<file path="config.mk">
export PLATFORM = sky130hd
export DESIGN_NAME = adder
export DESIGN_NICKNAME = d
export VERILOG_FILES = /design/src/rtl/adder.sv
export SDC_FILE = /design/constraint.sdc
export NUM_CORES = 1
export LEC_CHECK = 0
export BUFFER_PORTS_ARGS = -buffer_cell sky130_fd_sc_hd__clkbuf_2
export CAP_MARGIN = 20
export CORE_MARGIN = 1.5
export CORE_UTILIZATION = 33
export DETAILED_ROUTE_END_ITERATION = 12
export PLACE_DENSITY_LB_ADDON = 0.25
export SYNTH_ARGS = -nofsm -noshare
export SYNTH_HDL_FRONTEND = slang
export SYNTH_SLANG_ARGS = --single-unit
</file>
<file path="constraint.sdc">
create_clock -name clk -period 4.17 [get_ports clk]
set_input_delay 0.2085 -clock clk [delete_from_list [all_inputs] [get_ports clk]]
set_output_delay 0.2085 -clock clk [all_outputs]
set_load 0.01 [all_outputs]
</file>
<file path="src/rtl/adder.sv">
// Parameterised adder: combinational {Cout,S} = A + B + Cin plus a registered copy with signed overflow.
// Define ADDER_CLA_EN to build the carry chain from 4-bit lookahead groups instead of a plain ripple chain.
module adder #(
    parameter int unsigned OPERAND_BIT = 10
) (
    input  logic                   clk,
    input  logic                   rst_n,
    input  logic [OPERAND_BIT-1:0] A,
    input  logic [OPERAND_BIT-1:0] B,
    input  logic                   Cin,
    output logic [OPERAND_BIT-1:0] S,
    output logic                   Cout,
    output logic [OPERAND_BIT-1:0] S_q,
    output logic                   Cout_q,
    output logic                   V_q
);

    localparam int unsigned MSB = OPERAND_BIT - 1;

    logic [OPERAND_BIT-1:0] sum;
    logic                   carry_out;
    logic                   ovf;

`ifdef ADDER_CLA_EN
    localparam int unsigned NGRP = (OPERAND_BIT + 3) / 4;
    localparam int unsigned WP   = NGRP * 4;

    logic [WP-1:0] pe;
    logic [WP-1:0] ge;
    logic [WP-1:0] sum_w;
    logic [WP+3:0] sum_ext;
    logic [3:0]    p4;
    logic [3:0]    g4;
    logic [3:0]    c4v;
    logic          carry;

    // Padding bits propagate (p=1, g=0), so the last partial group's carry-out is the carry at bit OPERAND_BIT.
    always_comb begin
        pe      = '1;
        ge      = '0;
        pe[OPERAND_BIT-1:0] = A ^ B;
        ge[OPERAND_BIT-1:0] = A & B;
        sum_w   = '0;
        sum_ext = '0;
        p4      = '0;
        g4      = '0;
        c4v     = '0;
        carry   = Cin;
        for (int unsigned gi = 0; gi < NGRP; gi++) begin
            p4     = pe[3:0];
            g4     = ge[3:0];
            c4v[0] = carry;
            c4v[1] = g4[0] | (p4[0] & carry);
            c4v[2] = g4[1] | (p4[1] & g4[0]) | (p4[1] & p4[0] & carry);
            c4v[3] = g4[2] | (p4[2] & g4[1]) | (p4[2] & p4[1] & g4[0])
                   | (p4[2] & p4[1] & p4[0] & carry);
            carry  = g4[3] | (p4[3] & g4[2]) | (p4[3] & p4[2] & g4[1])
                   | (p4[3] & p4[2] & p4[1] & g4[0]) | (&p4 & carry);
            sum_ext = {p4 ^ c4v, sum_w};
            sum_w   = sum_ext[WP+3:4];
            pe      = pe >> 4;
            ge      = ge >> 4;
        end
        sum       = sum_w[OPERAND_BIT-1:0];
        carry_out = carry;
    end
`else
    logic [OPERAND_BIT-1:0] pv;
    logic [OPERAND_BIT-1:0] gv;
    logic [OPERAND_BIT-1:0] sum_r;
    logic [OPERAND_BIT:0]   sum_ext;
    logic                   carry;

    // Bits are consumed from the LSB and sum bits shifted in at the MSB, keeping every select constant.
    always_comb begin
        pv      = A ^ B;
        gv      = A & B;
        sum_r   = '0;
        sum_ext = '0;
        carry   = Cin;
        for (int unsigned i = 0; i < OPERAND_BIT; i++) begin
            sum_ext = {pv[0] ^ carry, sum_r};
            sum_r   = sum_ext[OPERAND_BIT:1];
            carry   = gv[0] | (pv[0] & carry);
            pv      = pv >> 1;
            gv      = gv >> 1;
        end
        sum       = sum_r;
        carry_out = carry;
    end
`endif

    always_comb begin
        ovf = (A[MSB] == B[MSB]) && (sum[MSB] != A[MSB]);
    end

    assign S    = sum;
    assign Cout = carry_out;

    always_ff @(posedge clk or negedge rst_n) begin
        if (!rst_n) begin
            S_q    <= '0;
            Cout_q <= 1'b0;
            V_q    <= 1'b0;
        end else begin
            S_q    <= sum;
            Cout_q <= carry_out;
            V_q    <= ovf;
        end
    end

endmodule

</file>
==> impl_metrics.xml <==
<?xml version="1.0" encoding="UTF-8"?>
<metrics>
  <group name="route">
    <metric name="vias_per_cell" unit="">4.17</metric>
    <metric name="dr_total_vias" unit="">421</metric>
    <metric name="drt-pass1-iter-count" unit="">5</metric>
    <metric name="drc" unit="">0</metric>
    <metric name="detail_route.iter0.violations" unit="">12</metric>
    <metric name="wire_per_inst" unit="um">10.6</metric>
    <metric name="drt_wl_total" unit="um">1070</metric>
    <metric name="final_ant_viol_nets" unit="">0</metric>
  </group>
  <group name="synth">
    <metric name="mappedNetlistArea" unit="um2">563</metric>
    <metric name="synth_compound_gate_area_share" unit="%">0</metric>
    <metric name="ys_seq_elements" unit="">12</metric>
    <metric name="dominant_combinational_cell_family_by_area_after_synthesis" unit="">adder cells</metric>
    <metric name="ys_types" unit="">6</metric>
    <metric name="yosysWarningCount" unit="">0</metric>
    <metric name="synth-xor-area-share" unit="%">1.56</metric>
    <metric name="yosys.area_share.adder" unit="%">37.8</metric>
    <metric name="synth-seq-area-share" unit="%">53.3</metric>
    <metric name="synth_fp_nets" unit="">69</metric>
    <metric name="synth.area.mux_share" unit="%">0</metric>
    <metric name="synth_simple_gate_area_share" unit="%">0.667</metric>
    <metric name="number_of_instances_in_the_synthesized_netlist" unit="">35</metric>
    <metric name="postSynthAreaPerCell" unit="um2">16.1</metric>
  </group>
  <group name="cts">
    <metric name="clock_path_buffers" unit="">2</metric>
    <metric name="htreeDepth" unit="">1</metric>
    <metric name="root_buffer" unit="">sky130_fd_sc_hd__clkbuf_4</metric>
    <metric name="clock-sinks" unit="">12</metric>
    <metric name="cts_inserted_buffers" unit="">3</metric>
    <metric name="cts_tree" unit="">built</metric>
    <metric name="cts.clk_slew.worst_paths" unit="ps">70</metric>
  </group>
  <group name="job">
    <metric name="drv.max_cap_violation_count" unit="">0</metric>
  </group>
  <group name="power_and_ir_drop">
    <metric name="leakagePower" unit="nW">0.482</metric>
    <metric name="power.density_cell_area" unit="nW/um2">381</metric>
    <metric name="irDropWorstVdd" unit="uV">178</metric>
  </group>
  <group name="global_routing">
    <metric name="grt_util_all_layers" unit="%">13.3</metric>
    <metric name="via_count_of_the_first_global_routing_pass" unit="">479</metric>
    <metric name="grt-ovfl-total" unit="">0</metric>
    <metric name="number_of_antenna_violations_at_the_first_check_in_global_routing" unit="">0</metric>
    <metric name="wire_length_of_the_first_global_routing_pass" unit="um">1840</metric>
    <metric name="largest_net_degree_at_the_start_of_global_routing" unit="">13</metric>
  </group>
  <group name="finish">
    <metric name="antenna_cells" unit="">0</metric>
    <metric name="design.final.nets" unit="">121</metric>
    <metric name="num-fill-cells" unit="">140</metric>
    <metric name="layout_commonest_cell" unit="">sky130_fd_sc_hd__clkbuf_2</metric>
    <metric name="fin_cells" unit="">101</metric>
    <metric name="final_layout_size_suffix_gt1_share" unit="%">71.8</metric>
    <metric name="layout.core_utilization" unit="%">56.1</metric>
    <metric name="final_cell_mix" unit="">sky130_fd_sc_hd__clkbuf_2 (44), sky130_fd_sc_hd__dfrtp_1 (12), sky130_fd_sc_hd__fa_2 (8)</metric>
    <metric name="synthToLayoutAreaGrowth" unit="%">55.3</metric>
  </group>
  <group name="sta">
    <metric name="timing.max_slew.rel_slack" unit="%">80.6</metric>
    <metric name="tightest_slew" unit="ps">292</metric>
    <metric name="achievable-frequency" unit="MHz">239</metric>
    <metric name="timing.final.ws_setup" unit="ps">-12.2</metric>
    <metric name="finalCritPeriodShare" unit="%">100</metric>
    <metric name="finalSetupViolations" unit="">1</metric>
    <metric name="finalCriticalPeriod" unit="ps">4180</metric>
    <metric name="totalNegativeSetupSlack" unit="ps">-12.2</metric>
    <metric name="hold_viol" unit="">0</metric>
    <metric name="timing.hold.ws" unit="ps">236</metric>
    <metric name="rsz_0062_raised_after_global_routing" unit="">yes</metric>
    <metric name="finalMaxSlewViolations" unit="">0</metric>
  </group>
  <group name="critical_path">
    <metric name="worstSetupStartpointType" unit="">input port</metric>
    <metric name="cp_max_fo" unit="">2</metric>
    <metric name="end_kind" unit="">output port</metric>
    <metric name="cp.required" unit="ps">3960</metric>
    <metric name="timing.setup.critical_path_class" unit="">input port to output port</metric>
    <metric name="cp_data_arrival_time" unit="ps">3970</metric>
  </group>
  <group name="floorplan">
    <metric name="die_height" unit="um">44.3</metric>
    <metric name="starting_density_of_the_core" unit="%">36.1</metric>
    <metric name="ios" unit="">46</metric>
    <metric name="die_outline_area" unit="um2">1960</metric>
    <metric name="placeableCoreArea" unit="um2">1560</metric>
    <metric name="std_cell_rows" unit="">14</metric>
    <metric name="fp.dieW" unit="um">44.3</metric>
  </group>
  <group name="min_path">
    <metric name="min_delay_path_depth" unit="">3</metric>
    <metric name="whs_endpoint" unit="">V_q$_DFF_PN0_</metric>
    <metric name="hold_path.class" unit="">input port to register</metric>
    <metric name="min-delay-start" unit="">B[9]</metric>
  </group>
  <group name="placed_design">
    <metric name="globalplace.congestion" unit="">0.633</metric>
    <metric name="place_worst_setup_slack" unit="ps">-309</metric>
    <metric name="portBuffers" unit="">45</metric>
    <metric name="placedCellCount" unit="">96</metric>
    <metric name="detailed_place_hpwl" unit="um">968</metric>
  </group>
  <group name="run_status">
    <metric name="violations" unit="">negative setup slack</metric>
    <metric name="outcome" unit="">finished, violations left</metric>
  </group>
</metrics>
==> per-layer routing <==
layer / vias up / share of wire, % / track usage [%]
li1: 197 / - / -
met1: 195 / 36 / 13.8
met2: 29 / 56 / 24.7
met3: 0 / 8.3 / 4.08
met4: 0 / 0 / 5.45
met5: - / 0 / 0
==> report_power, final <==
| part | total [mW] | internal, mW | switching, mW |
|---|---|---|---|
| combinational | 0.123 | 0.0579 | 0.0649 |
| sequential | 0.143 | 0.137 | 0.00560 |
| clock | 0.0669 | 0.0333 | 0.0336 |
| total | 0.333 | 0.229 | 0.104 |
==> worst max-delay path, cell delays in order <==
cell and delay [ps]:
sky130_fd_sc_hd__clkbuf_2 90, sky130_fd_sc_hd__inv_2 50, sky130_fd_sc_hd__fa_1 160, sky130_fd_sc_hd__inv_1 50, sky130_fd_sc_hd__fa_2 330, sky130_fd_sc_hd__fa_2 340, sky130_fd_sc_hd__fa_2 350, sky130_fd_sc_hd__fa_2 350
sky130_fd_sc_hd__fa_2 350, sky130_fd_sc_hd__fa_2 350, sky130_fd_sc_hd__fa_2 350, sky130_fd_sc_hd__fa_2 340, sky130_fd_sc_hd__inv_2 60, sky130_fd_sc_hd__fa_1 430, sky130_fd_sc_hd__inv_2 80, sky130_fd_sc_hd__buf_6 90
==> through the flow <==
stage / total power [mW] / instance area, um2
3_3_place_gp: 0.259 / 818
5_1_grt: 0.359 / 875
2_1_floorplan: 0.204 / 573
3_5_place_dp: 0.263 / 818
6_report: 0.333 / 875
4_1_cts: 0.337 / 868
==> synthesized netlist by cell type <==
cell | n | area, um2
sky130_fd_sc_hd__nor2_1 | 1 | 3.75
sky130_fd_sc_hd__xor2_1 | 1 | 8.76
sky130_fd_sc_hd__ha_1 | 1 | 12.5
sky130_fd_sc_hd__inv_1 | 10 | 37.5
sky130_fd_sc_hd__fa_1 | 10 | 200
sky130_fd_sc_hd__dfrtp_1 | 12 | 300
==> worst max path at each step <==
stage,startpoint,endpoint,slack (ps)
2_1_floorplan,A[0],S[9],30
3_3_place_gp,A[0],S[9],-260
3_5_place_dp,A[0],S[9],-310
4_1_cts,B[0],S[9],-70
5_1_grt,A[0],S[9],-130
6_report,A[0],S[9],-10
==> kinds of logic after synthesis <==
| family | Yosys count |
|---|---|
| and+or+nand+nor | 1 |
| DFF | 12 |
| xor gates and xnor gates | 1 |
| adders and majority gates | 11 |
| buffers and inverters | 10 |
==> registers in the layout, summed over array words and instances, names as in the netlist <==
name	count
S_q	10
Cout_q	1
V_q	1
==> area by class of cell <==
type | count | area [um2] | area share, %
flip-flops and latches | 12 | 300 | 34.3
repair buffers | 47 | 249 | 28.5
multi-input cells | 13 | 245 | 28.0
inverters | 10 | 37.5 | 4.29
clock buffers | 3 | 22.5 | 2.58
well taps | 16 | 20.0 | 2.29
==> repair_timing <==
item | CTS | global route
hold buffers | 1 | 0
buffers inserted | 1 | 0
setup endpoints to repair | 1 | 1
endpoints found under the hold margin | 12 | 0
pin swaps | 1 | 0
resized for setup | 6 | 3
No activity file was read; power rests on OpenSTA's default activity.
